<file path="config.mk">
export PLATFORM = sky130hd
export DESIGN_NAME = ps2_host_rx
export DESIGN_NICKNAME = d
export VERILOG_FILES = /design/src/rtl/ps2_host_rx_pkg.sv /design/src/rtl/ps2_rx_fifo.sv /design/src/rtl/ps2_host_rx.sv
export SDC_FILE = /design/constraint.sdc
export NUM_CORES = 1
export LEC_CHECK = 0
export ABC_CLOCK_PERIOD_IN_PS = 3900
export CORE_ASPECT_RATIO = 1.5
export CORE_MARGIN = 2
export CORE_UTILIZATION = 45
export CTS_CLUSTER_DIAMETER = 100
export DETAILED_ROUTE_END_ITERATION = 10
export GPL_ROUTABILITY_DRIVEN = 1
export SYNTH_ARGS = -nofsm -noshare
export SYNTH_HDL_FRONTEND = slang
export SYNTH_SLANG_ARGS = --single-unit
</file>
<file path="constraint.sdc">
create_clock -name bus_clk -period 3.9 [get_ports bus_clk]
set_input_delay 0.78 -clock bus_clk [delete_from_list [all_inputs] [get_ports bus_clk]]
set_output_delay 0.78 -clock bus_clk [all_outputs]
set_load 0.005 [all_outputs]
</file>
<file path="src/rtl/ps2_host_rx_pkg.sv">
// rtl/ps2_host_rx_pkg.sv - shared PS/2 host frame definitions
package ps2_host_rx_pkg;

    localparam int PS2_FRAME_BITS = 11;
    localparam int PS2_DATA_BITS  = 8;

    typedef enum logic [1:0] {
        IDLE   = 2'd0,
        DATA   = 2'd1,
        PARITY = 2'd2,
        STOP   = 2'd3
    } ps2_state_t;

    // Odd parity: the data bits plus the parity bit must hold an odd number of ones.
    function automatic logic odd_parity_ok(input logic [PS2_DATA_BITS-1:0] data, input logic par);
        return ^{data, par};
    endfunction

endpackage

</file>
<file path="src/rtl/ps2_rx_fifo.sv">
// rtl/ps2_rx_fifo.sv - first-word fall-through byte FIFO for received scan codes
module ps2_rx_fifo #(
    parameter int DEPTH = 4,
    parameter int WIDTH = 8,
    localparam int AW   = $clog2(DEPTH)
) (
    input  logic             clk,
    input  logic             rst_n,
    input  logic             push,
    input  logic [WIDTH-1:0] push_data,
    input  logic             pop,
    output logic [WIDTH-1:0] head,
    output logic             full,
    output logic             empty,
    output logic [AW:0]      count
);

    logic [WIDTH-1:0] mem [DEPTH];
    logic [AW-1:0]    wr_ptr;
    logic [AW-1:0]    rd_ptr;
    logic             pop_fire;
    logic             push_fire;

    assign full      = (count == (AW+1)'(DEPTH));
    assign empty     = (count == '0);
    assign pop_fire  = pop & ~empty;
    // A pop in the same cycle frees the slot, so a push into a full FIFO is still taken.
    assign push_fire = push & (~full | pop_fire);
    assign head      = mem[rd_ptr];

    always_ff @(posedge clk or negedge rst_n) begin
        if (!rst_n) begin
            for (int i = 0; i < DEPTH; i++) begin
                mem[i] <= '0;
            end
            wr_ptr <= '0;
            rd_ptr <= '0;
            count  <= '0;
        end else begin
            if (push_fire) begin
                mem[wr_ptr] <= push_data;
                wr_ptr      <= wr_ptr + 1'b1;
            end
            if (pop_fire) begin
                rd_ptr <= rd_ptr + 1'b1;
            end
            case ({push_fire, pop_fire})
                2'b10:   count <= count + 1'b1;
                2'b01:   count <= count - 1'b1;
                default: count <= count;
            endcase
        end
    end

endmodule

</file>
<file path="src/rtl/ps2_host_rx.sv">
// rtl/ps2_host_rx.sv - PS/2 keyboard receiver with input filtering, frame checks and inhibit
module ps2_host_rx #(
    parameter int FILTER_LEN     = 8,
    parameter int TIMEOUT_CYCLES = 20000,
    parameter int FIFO_DEPTH     = 4
) (
    input  logic       bus_clk,
    input  logic       bus_reset_n,
    input  logic       ps2_clk_i,
    input  logic       ps2_data_i,
    output logic       ps2_clk_oe,
    output logic       rd_valid,
    output logic [7:0] rd_data,
    input  logic       rd_ready,
    output logic       err_parity,
    output logic       err_frame,
    output logic       overflow
);

    import ps2_host_rx_pkg::*;

    localparam int FCW = $clog2(FILTER_LEN + 1);
    localparam int TCW = $clog2(TIMEOUT_CYCLES + 1);
    localparam int MCW = $clog2(FILTER_LEN + 3);
    localparam int AW  = $clog2(FIFO_DEPTH);

    localparam logic [FCW-1:0] FLT_LAST = FCW'(FILTER_LEN - 1);
    localparam logic [TCW-1:0] TMO_LAST = TCW'(TIMEOUT_CYCLES - 1);
    localparam logic [MCW-1:0] MASK_LEN = MCW'(FILTER_LEN + 2);
    localparam logic [AW:0]    ALMOST   = (AW+1)'(FIFO_DEPTH - 1);
    localparam logic [2:0]     LAST_BIT = 3'(PS2_DATA_BITS - 1);

    logic [1:0]     clk_sync, data_sync;
    logic [FCW-1:0] clk_fcnt, data_fcnt;
    logic           flt_clk, flt_data, flt_clk_d;
    logic [MCW-1:0] mask_cnt;
    logic           masked, fall, strobe;

    ps2_state_t     state, state_next;
    logic [2:0]     bit_cnt;
    logic [7:0]     shreg;
    logic           par_q;
    logic [TCW-1:0] tmo_cnt;
    logic           start_en, shift_en, par_en, stop_en, tmo_hit;

    logic           good_q, err_parity_q, err_frame_q, oe_q;
    logic [7:0]     good_byte;
    logic           fifo_full, fifo_empty, pop_fire, will_be_full;
    logic [AW:0]    fifo_count;

    // Synchronizers and saturating glitch filters; idle bus level is high.
    always_ff @(posedge bus_clk or negedge bus_reset_n) begin
        if (!bus_reset_n) begin
            clk_sync  <= 2'b11;
            data_sync <= 2'b11;
            clk_fcnt  <= '0;
            data_fcnt <= '0;
            flt_clk   <= 1'b1;
            flt_data  <= 1'b1;
            flt_clk_d <= 1'b1;
        end else begin
            clk_sync  <= {clk_sync[0], ps2_clk_i};
            data_sync <= {data_sync[0], ps2_data_i};
            flt_clk_d <= flt_clk;
            if (clk_sync[1] == flt_clk) begin
                clk_fcnt <= '0;
            end else if (clk_fcnt == FLT_LAST) begin
                flt_clk  <= clk_sync[1];
                clk_fcnt <= '0;
            end else begin
                clk_fcnt <= clk_fcnt + 1'b1;
            end
            if (data_sync[1] == flt_data) begin
                data_fcnt <= '0;
            end else if (data_fcnt == FLT_LAST) begin
                flt_data  <= data_sync[1];
                data_fcnt <= '0;
            end else begin
                data_fcnt <= data_fcnt + 1'b1;
            end
        end
    end

    // Edges we cause ourselves by inhibiting, plus the filter settling tail, are never decoded.
    always_ff @(posedge bus_clk or negedge bus_reset_n) begin
        if (!bus_reset_n) begin
            mask_cnt <= '0;
        end else if (oe_q) begin
            mask_cnt <= MASK_LEN;
        end else if (mask_cnt != '0) begin
            mask_cnt <= mask_cnt - 1'b1;
        end
    end

    assign masked = oe_q | (mask_cnt != '0);
    assign fall   = flt_clk_d & ~flt_clk;
    assign strobe = fall & ~masked;

    always_ff @(posedge bus_clk or negedge bus_reset_n) begin
        if (!bus_reset_n) begin
            state <= IDLE;
        end else begin
            state <= state_next;
        end
    end

    always_comb begin
        state_next = state;
        if (masked) begin
            state_next = IDLE;
        end else begin
            unique case (state)
                IDLE:    if (strobe && !flt_data) state_next = DATA;
                DATA:    if (strobe && bit_cnt == LAST_BIT) state_next = PARITY;
                         else if (tmo_hit) state_next = IDLE;
                PARITY:  if (strobe) state_next = STOP;
                         else if (tmo_hit) state_next = IDLE;
                STOP:    if (strobe || tmo_hit) state_next = IDLE;
                default: state_next = IDLE;
            endcase
        end
    end

    always_comb begin
        start_en = strobe && (state == IDLE) && !flt_data;
        shift_en = strobe && (state == DATA);
        par_en   = strobe && (state == PARITY);
        stop_en  = strobe && (state == STOP);
        tmo_hit  = (state != IDLE) && !strobe && (tmo_cnt == TMO_LAST);
    end

    always_ff @(posedge bus_clk or negedge bus_reset_n) begin
        if (!bus_reset_n) begin
            bit_cnt      <= '0;
            shreg        <= '0;
            par_q        <= 1'b0;
            tmo_cnt      <= '0;
            good_q       <= 1'b0;
            good_byte    <= '0;
            err_parity_q <= 1'b0;
            err_frame_q  <= 1'b0;
            oe_q         <= 1'b0;
        end else begin
            if (start_en) begin
                bit_cnt <= '0;
            end else if (shift_en) begin
                shreg[bit_cnt] <= flt_data;
                bit_cnt        <= bit_cnt + 1'b1;
            end
            if (par_en) begin
                par_q <= flt_data;
            end
            if (state == IDLE || strobe) begin
                tmo_cnt <= '0;
            end else begin
                tmo_cnt <= tmo_cnt + 1'b1;
            end
            // Stop-bit error takes priority over parity; overflow is resolved against the FIFO next cycle.
            err_frame_q  <= tmo_hit | (stop_en & ~flt_data);
            err_parity_q <= stop_en & flt_data & ~odd_parity_ok(shreg, par_q);
            good_q       <= stop_en & flt_data & odd_parity_ok(shreg, par_q);
            if (stop_en) begin
                good_byte <= shreg;
            end
            oe_q <= will_be_full & (oe_q | (state == IDLE));
        end
    end

    assign pop_fire     = ~fifo_empty & rd_ready;
    assign will_be_full = (fifo_full & ~(pop_fire & ~good_q))
                        | ((fifo_count == ALMOST) & good_q & ~pop_fire);

    ps2_rx_fifo #(
        .DEPTH (FIFO_DEPTH),
        .WIDTH (8)
    ) u_fifo (
        .clk       (bus_clk),
        .rst_n     (bus_reset_n),
        .push      (good_q),
        .push_data (good_byte),
        .pop       (rd_ready),
        .head      (rd_data),
        .full      (fifo_full),
        .empty     (fifo_empty),
        .count     (fifo_count)
    );

    assign ps2_clk_oe = oe_q;
    assign rd_valid   = ~fifo_empty;
    assign err_parity = err_parity_q;
    assign err_frame  = err_frame_q;
    assign overflow   = good_q & fifo_full & ~pop_fire;

endmodule

</file>
==> results.txt <==
Status = completed
Hold Slack = 0.356 ns
Routability cong. = 0.772
Final setup TNS = 0 ns
Primary FF master, synth = dfrtp_1
Die Y = 128 um
Post-layout instance area = 5160 um2
Pin count of the biggest net entering global routing = 64
DIE WIDTH = 86.5 um
Setup Viol. Count Final = 0
Placed insts = 482
Skew final = 0.00815 ns
Final Non-Filler Cells = 497
Synth Cell Area = 4590 um2
Pleak = 0.00242 uW
Worst Path Arrival = 2.10 ns
# DRC = 0
Initial antenna violation count = 0
Seq cells post-synth = 99
CP required = 3.12 ns
Power Density = 493 nW/um2
Worst-Margin Slew = 0.770 ns
Crit-path max cell delay = 0.72 ns
Vias in the first global route = 2748
Post-Synthesis Net Count = 376
Synth unique cells = 53
Area of placed instances = 4860 um2
Die area = 11000 um2
Max_slew headroom = 48.7%
Ports = 18
Unrepaired setup endpoints after global routing = no
Nets@finish = 393
Max-slew violations = 0
Num rows = 45
Clk_lat worst skew = 0.34 ns
Ys Warns = 0
IO Port Bufs = 17
Synth Area per Inst = 12.8 um2
CP max FO = 10
Cell count after synthesis = 359
Diode count = 0
First-pass GRT wire length = 13400 um
Total gr overflow = 0
Fin crit share = 73.8%
Layout cell share with drive strength beyond 1 = 23.7%
Synth async-reset ratio = 100%
Critical Path End Type = output port
CTS H-Tree Depth = 3
CTS root buf = clkbuf_16
Clk buf depth = 2
DRT iter0 DRCs = 87
Fmax = 347 MHz
Routed WL = 7630 um
Pre-Repair DR Iteration Count = 4
Max-cap violations = 0
FILL cells = 894
Remaining antenna violation count = 0
Worst setup SP type = register
All-Layer GR Usage = 15.6%
CTS-repair resized insts = 0
Post-synth EDFFs = 0
Area growth, synth to finish = 12.3%
Final hold vios = 0
Critical Path, Cell by Cell = mux4_2, clkdlybuf4s50_1
Detail Placement HPWL = 5520 um
Initial Util = 45.8%
Sink Count = 99
Core region area = 10000 um2
Sequential-to-total area share from yosys stat = 54.2%
CTS tree = yes
Avg Vias per Cell = 5.41
HP Class = register to register
Clk slew on worst S/H paths = 0.07 ns
Hold_buf cts = 0
Slowest stage cell, crit path = dfrtp_1
WL/cell = 15.4 um
Peak VDD IR = 0.248 mV
# Post-CTS Setup Buffers = 0
Final min period = 2.88 ns
TritonCTS buffer count = 9
Setup CP Type = register to output port
Via Count = 2688
## registers in the layout, indices dropped and copies added (netlist names), 2 cells and up
register	flops
u_fifo.count	3
data_fcnt	4
u_fifo.rd_ptr	2
clk_fcnt	4
u_fifo.mem	32
bit_cnt	3
mask_cnt	4
data_sync	2
u_fifo.wr_ptr	2
good_byte	8
tmo_cnt	15
state	2
shreg	8
clk_sync	2
## per-stage QoR
stage          utilization (%)  setup slack (ns)  total power (uW)
2_1_floorplan                -              1.65              1570
3_3_place_gp              48.5              1.09              1660
4_1_cts                   51.5             0.952              2580
6_report                  51.5              1.02              2540
5_1_grt                   51.5             0.897              2690
3_5_place_dp              48.5              1.03              1680
## worst max-delay path, delay by kind of cell (launching register included)
family / cells / cell delay (ns)
buf+inv: 1 / 0.46
flops: 1 / 0.72
mux: 1 / 0.58
## layout by cell type, fill, tap and decap left out, types with 3 or more instances in the layout
cell type / synthesis / routed
dfrtp_1: 92 / 92
nor3b_1: 3 / 3
xnor2_1: 16 / 16
or3_1: 4 / 4
mux2_2: 43 / 43
nand4_1: 3 / 3
nor2_1: 24 / 24
nor4_1: 4 / 4
dfstp_2: 7 / 7
nor3_1: 11 / 11
o21ai_0: 7 / 7
nand3_1: 13 / 13
nor2b_1: 4 / 4
nand2_4: 4 / 4
xor2_1: 11 / 11
nand2_1: 16 / 16
mux4_2: 8 / 8
mux2_1: 6 / 6
inv_1: 11 / 11
clkbuf_16: 0 / 9
and2_1: 3 / 3
ha_1: 11 / 11
a21oi_1: 7 / 7
nand3b_1: 3 / 3
a22o_1: 3 / 3
buf_4: 0 / 3
clkdlybuf4s50_1: 0 / 16
clkinvlp_4: 0 / 3
## cell families (layout without fill, tap and decap cells)
group                    Yosys count  count (layout)  synth area share [%]
AO/OA/AOI/OAI                     26              26                  3.62
AND/OR/NAND/NOR                  111             111                  14.4
XOR/XNOR                          28              28                  5.64
multiplexers                      59              59                  16.5
buffers and inverters             24              45                  2.26
adder cells (fa/ha/maj)           12              12                  3.43
flip-flops                        99              99                  54.2
## cell usage after synthesis (all sizes together) (8+ instances only)
cell   number  area share [%]
nand2      20             2.3
mux4        8             3.9
nor3       12             1.4
ha         11             3.0
dfrtp      92              50
mux2       50              12
o21ai       8            0.87
nand3      13             1.4
nor2       26             2.8
xor2       11             2.1
inv        11            0.90
xnor2      16             3.1
## routing by layer
layer / wire length, um / up-vias / GRT usage, %
li1: - / 1307 / -
met1: 3270 / 1346 / 18.5
met2: 4060 / 25 / 26.8
met3: 168 / 10 / 3.54
met4: 134 / 0 / 6.89
met5: 0 / - / 0
## path summary, 6_finish.rpt
path | start | endpoint | slack, ns | cells after the start
hold reg to reg | clk_sync[0] | clk_sync[1] | 0.36 | 0
hold / removal | clk_sync[0] | clk_sync[1] | 0.36 | 0
setup / recovery | u_fifo.rd_ptr[0] | rd_data[3] | 1.02 | 2
min in group asynchronous | bus_reset_n | u_fifo.mem[2] | 0.50 | 1
setup reg to reg | u_fifo.count[1] | u_fifo.count[2] | 1.46 | 9
max in group asynchronous | bus_reset_n | clk_sync[1] | 2.57 | 2
## final cells by class
cell class	instances	area (um2)	share of cell area (%)
clock inverter	5	61.3	1.19
inverter	11	41.3	0.801
sequential	99	2490	48.2
clock buffer	10	239	4.63
tap	117	146	2.84
multi-input combinational	236	2000	38.8
timing repair buffer	19	183	3.54
## power by group
part | internal [uW] | switching [uW] | leakage (uW)
Sequential | 1130 | 134 | 0.00132
Combinational | 195 | 190 | 0.000956
Clock | 513 | 377 | 0.000137
Note: power is estimated with default switching activity, not from simulation.
